`src/rtl/seq_addsub.sv`:
```
// Multi-cycle adder/subtractor: sums a WIDTH-bit operand pair CHUNK bits per clock, LSB first,
// through a CHUNK-bit ripple slice with the carry held in a register between chunks.
module seq_addsub #(
    parameter int unsigned WIDTH = 16,
    parameter int unsigned CHUNK = 4
) (
    input  logic             clk,
    input  logic             rst_n,
    input  logic             in_valid,
    output logic             in_ready,
    input  logic [WIDTH-1:0] a,
    input  logic [WIDTH-1:0] b,
    input  logic             sub,
    input  logic             cin,
    output logic             out_valid,
    input  logic             out_ready,
    output logic [WIDTH-1:0] res,
    output logic             cout,
    output logic             ovf,
    output logic             zero
);

    localparam int unsigned N    = WIDTH / CHUNK;
    localparam int unsigned CntW = (N > 1) ? $clog2(N) : 1;
    localparam int unsigned IdxW = (WIDTH > 1) ? $clog2(WIDTH) : 1;

    localparam logic [CntW-1:0]  LastCnt   = CntW'(N - 1);
    localparam logic [WIDTH-1:0] ChunkMask = WIDTH'({CHUNK{1'b1}});

    typedef enum logic [1:0] {StIdle, StRun, StDone} state_e;

    state_e           state_q;
    logic [WIDTH-1:0] a_q;
    logic [WIDTH-1:0] b_q;
    logic             carry_q;
    logic [CntW-1:0]  cnt_q;
    logic [WIDTH-1:0] res_q;
    logic             cout_q;
    logic             ovf_q;
    logic             zero_q;
    logic             out_valid_q;

    logic [IdxW-1:0]  lsb;
    logic [CHUNK-1:0] a_chunk;
    logic [CHUNK-1:0] b_chunk;
    logic [CHUNK-1:0] sum_chunk;
    logic             carry;
    logic             c_into_msb;
    logic             c_out;
    logic [WIDTH-1:0] res_merged;

    // Ripple slice over the current chunk; c_into_msb ends up as the carry into the slice's top bit.
    always_comb begin
        lsb        = IdxW'(32'(cnt_q) * CHUNK);
        a_chunk    = a_q[lsb +: CHUNK];
        b_chunk    = b_q[lsb +: CHUNK];
        sum_chunk  = '0;
        carry      = carry_q;
        c_into_msb = carry_q;
        for (int i = 0; i < int'(CHUNK); i++) begin
            c_into_msb   = carry;
            sum_chunk[i] = a_chunk[i] ^ b_chunk[i] ^ carry;
            carry        = (a_chunk[i] & b_chunk[i]) | (carry & (a_chunk[i] ^ b_chunk[i]));
        end
        c_out      = carry;
        res_merged = (res_q & ~(ChunkMask << lsb)) | (WIDTH'(sum_chunk) << lsb);
    end

    always_ff @(posedge clk or negedge rst_n) begin
        if (!rst_n) begin
            state_q     <= StIdle;
            a_q         <= '0;
            b_q         <= '0;
            carry_q     <= 1'b0;
            cnt_q       <= '0;
            res_q       <= '0;
            cout_q      <= 1'b0;
            ovf_q       <= 1'b0;
            zero_q      <= 1'b0;
            out_valid_q <= 1'b0;
        end else begin
            unique case (state_q)
                StIdle: begin
                    if (in_valid) begin
                        // Subtract as A + ~B + ~borrow.
                        a_q     <= a;
                        b_q     <= b ^ {WIDTH{sub}};
                        carry_q <= cin ^ sub;
                        res_q   <= '0;
                        cnt_q   <= '0;
                        state_q <= StRun;
                    end
                end
                StRun: begin
                    res_q   <= res_merged;
                    carry_q <= c_out;
                    cnt_q   <= cnt_q + CntW'(1);
                    if (cnt_q == LastCnt) begin
                        cout_q      <= c_out;
                        ovf_q       <= c_into_msb ^ c_out;
                        zero_q      <= (res_merged == '0);
                        out_valid_q <= 1'b1;
                        state_q     <= StDone;
                    end
                end
                StDone: begin
                    if (out_ready) begin
                        out_valid_q <= 1'b0;
                        cout_q      <= 1'b0;
                        ovf_q       <= 1'b0;
                        zero_q      <= 1'b0;
                        state_q     <= StIdle;
                    end
                end
                default: state_q <= StIdle;
            endcase
        end
    end

    // Gated by rst_n so in_ready reads 0 while reset is held and rises as soon as it releases.
    assign in_ready  = rst_n & (state_q == StIdle);
    assign out_valid = out_valid_q;
    assign res       = res_q;
    assign cout      = cout_q;
    assign ovf       = ovf_q;
    assign zero      = zero_q;

endmodule

```
`config.mk`:
```
export PLATFORM = sky130hd
export DESIGN_NAME = seq_addsub
export DESIGN_NICKNAME = d
export VERILOG_FILES = /design/src/rtl/seq_addsub.sv
export SDC_FILE = /design/constraint.sdc
export NUM_CORES = 1
export LEC_CHECK = 0
export ABC_AREA = 1
export CORE_MARGIN = 5
export CORE_UTILIZATION = 45
export DETAILED_ROUTE_END_ITERATION = 10
export PLACE_DENSITY = 0.76
export SETUP_SLACK_MARGIN = 0.3
export SKIP_LAST_GASP = 1
export SYNTH_ARGS = -nofsm -noshare
export SYNTH_HDL_FRONTEND = slang
export SYNTH_SLANG_ARGS = --single-unit
```
`constraint.sdc`:
```
create_clock -name clk -period 8.2 [get_ports clk]
set_clock_uncertainty 0.2 [all_clocks]
set_input_delay 1.23 -clock clk [delete_from_list [all_inputs] [get_ports clk]]
set_output_delay 1.23 -clock clk [all_outputs]
set_load 0.05 [all_outputs]
```
==> results.ini <==
[layout]
nFillCells=602
fin_nets=441
finalInstanceArea_um2=3694
area_growth_syn_to_layout_pct=24.19
final_layout_size_suffix_gt1_frac=0.07500
diodes=0

[clocking]
cts_buffers=9
cts_hold_buf=0
path_clk_slew_ps=60
clk_latency_ps=340
clockBufferDepth=2
ctsResizeCount=0
cts_setup_buffers=0
cts_sinks=57
cts_tree=yes
ctsHtreeMaxLevel=3
clockRootBuffer=clkbuf_8

[timing]
whs_ps=277.5
fmax_mhz=228.8
slew_headroom=0.3806
hold_violations=0
finalCritPeriodShare=0.5331
worstMarginPinSlew_ps=929.1
rsz0062_at_grt=no
maxSlewViolCount=0
setup_tns_ps=0
timing.final.crit_period_ps=4372
setup_viol=0

[die]
initial_core_util=0.4657
dieArea_um2=8335
core_area_um2=6386
placementRows=29
fp.dieH_um=91.30
io_pins=59
fp.dieW_um=91.30

[worst_setup_path]
r2r_end=zero
cp_data_arrival_time_ps=2940
worstReg2RegStart=cnt_q[1]
r2r_slack_ps=4170
crit_required_ps=6770
crit_path_end_kind=output port
crit_type=input port to output port
reg2regPathDepth=16
critPathLaunchType=input port
path_max_fanout=58

[routing]
wirelength_um=6121
wl_per_cell_um=12.83
num_vias=2413
drtPass1Iterations=4
drt_iter0_drc=105
postRouteAntennaNets=0
drc=0
viasPerCell=5.059

[run]
maxCapViolCount=0

[power_and_ir_drop]
p_per_area_nw_per_um2=460.3
pwr-share-comb=0.566
seq_power_share=0.298
p_sw_mw=0.8054
peakVddDrop_mv=0.2507
p_int_mw=0.8946
pwr-share-clk=0.136
leakagePower_nw=1.736
swShare=0.4738

[yosys]
syn-num-nets=389
synth_edf_count=0
synthesis.area_um2=2974
synth_cell_types=27
dominantRegCellSynth=dfrtp_1
netlist_instances=343
synth-seq-cells=57
yosysTopAreaCell=dfrtp_1
yosysMostFrequentCell=nand2_1
synthTopCellsByArea=dfrtp_1, nand2_1, xnor2_1, o21ai_0, fa_1
ys_warn_count=0
async_reset_ff_frac=1.000
synth_top_area_frac=0.4796
synth_common_cells=nand2_1, dfrtp_1, o21ai_0
avgSynthCellArea_um2=8.671
ys_seq_area_frac=0.4796

[worst_hold_path]
min_path_cells=2
holdCritStartpoint=a_q[5]
hold_path.class=flip-flop to flip-flop
holdPathEnd=a_q[5]

[place]
place_congestion=0.7846
placed_cell_area_um2=3520
post-dp-hpwl_um=4354
place.port_buffers=58

[global_routing]
antenna_found_initial=0
track_usage=0.1535
grt_max_degree=59
first_global_vias=2361
grt_pass1_wl_um=10360
overflow=0

[status]
outcome=completed

-- area by class of cell --
| type | count | area [um2] | area share |
|---|---|---|---|
| flip-flops and latches | 57 | 1426 | 0.3862 |
| multi-input cells | 251 | 1348 | 0.3648 |
| repair buffers | 59 | 583.1 | 0.1579 |
| clock buffers | 13 | 158.9 | 0.04302 |
| well taps | 77 | 96.34 | 0.02608 |
| inverters | 17 | 66.31 | 0.01795 |
| clock inverters | 3 | 15.01 | 0.004065 |
-- worst max-delay path by stage --
stage | from | endpoint | slack, ps | depth (start not counted)
final | rst_n | in_ready | 3830 | 4
after floorplan | rst_n | in_ready | 4390 | 1
after global placement | rst_n | in_ready | 3790 | 4
after global routing | rst_n | in_ready | 3640 | 4
after detailed placement | rst_n | in_ready | 3770 | 4
after CTS | rst_n | in_ready | 3760 | 4
-- critical path, cell delays in order --
cell	delay, ps
buf_2	80
buf_4	540
nor3b_1	260
clkdlybuf4s50_1	830
-- flip-flops by register name (all words and copies together), names as in the netlist --
| signal | count |
|---|---|
| zero | 1 |
| cout | 1 |
| carry_q | 1 |
| a_q | 16 |
| state_q | 2 |
| res | 16 |
| out_valid | 1 |
| cnt_q | 2 |
| b_q | 16 |
| ovf | 1 |
-- power by group through the flow --
stage          logic, mW  registers, mW  clock network, mW
2_1_floorplan      0.673          0.585                  0
3_3_place_gp       0.943          0.507                  0
3_5_place_dp       0.963          0.511                  0
4_1_cts            0.968          0.507              0.235
5_1_grt             1.08          0.524              0.249
6_report           0.962          0.507              0.231
-- kinds of logic after synthesis --
group,Yosys count,synth area share
compound gates,58,0.1304
xor+xnor,18,0.05301
fa+ha+maj,8,0.04375
buf+inv,35,0.06731
flops,57,0.4796
simple gates,167,0.2259
-- per-layer routing --
metal  vias to the layer above  track usage  share of wire
li1                       1220            -              -
met1                      1116       0.1921           0.45
met2                        68       0.2410           0.46
met3                         9      0.05620          0.072
met4                         0      0.06235          0.017
met5                         -            0              0
-- cells in the final DEF (no fill, tap or decap), types with 5 or more instances in the layout --
cell and n:
a21oi_1 6, a22o_1 9, a22o_2 5, a32o_1 6, clkbuf_8 11, clkdlybuf4s50_1 57, dfrtp_1 57, inv_1 13
nand2_1 130, nand3_1 15, nor2_1 16, o21ai_0 26, xnor2_1 18
-- stage by stage --
stage | std cells | setup WS [ps] | power, mW | utilization
6_report | 477 | 3828 | 1.700 | 0.5784
5_1_grt | 477 | 3642 | 1.857 | 0.5784
4_1_cts | 477 | 3761 | 1.710 | 0.5784
3_5_place_dp | 461 | 3768 | 1.474 | 0.5511
3_3_place_gp | 461 | 3790 | 1.450 | 0.5511
2_1_floorplan | 343 | 4394 | 1.259 | -
Note: power is estimated with default switching activity, not from simulation.
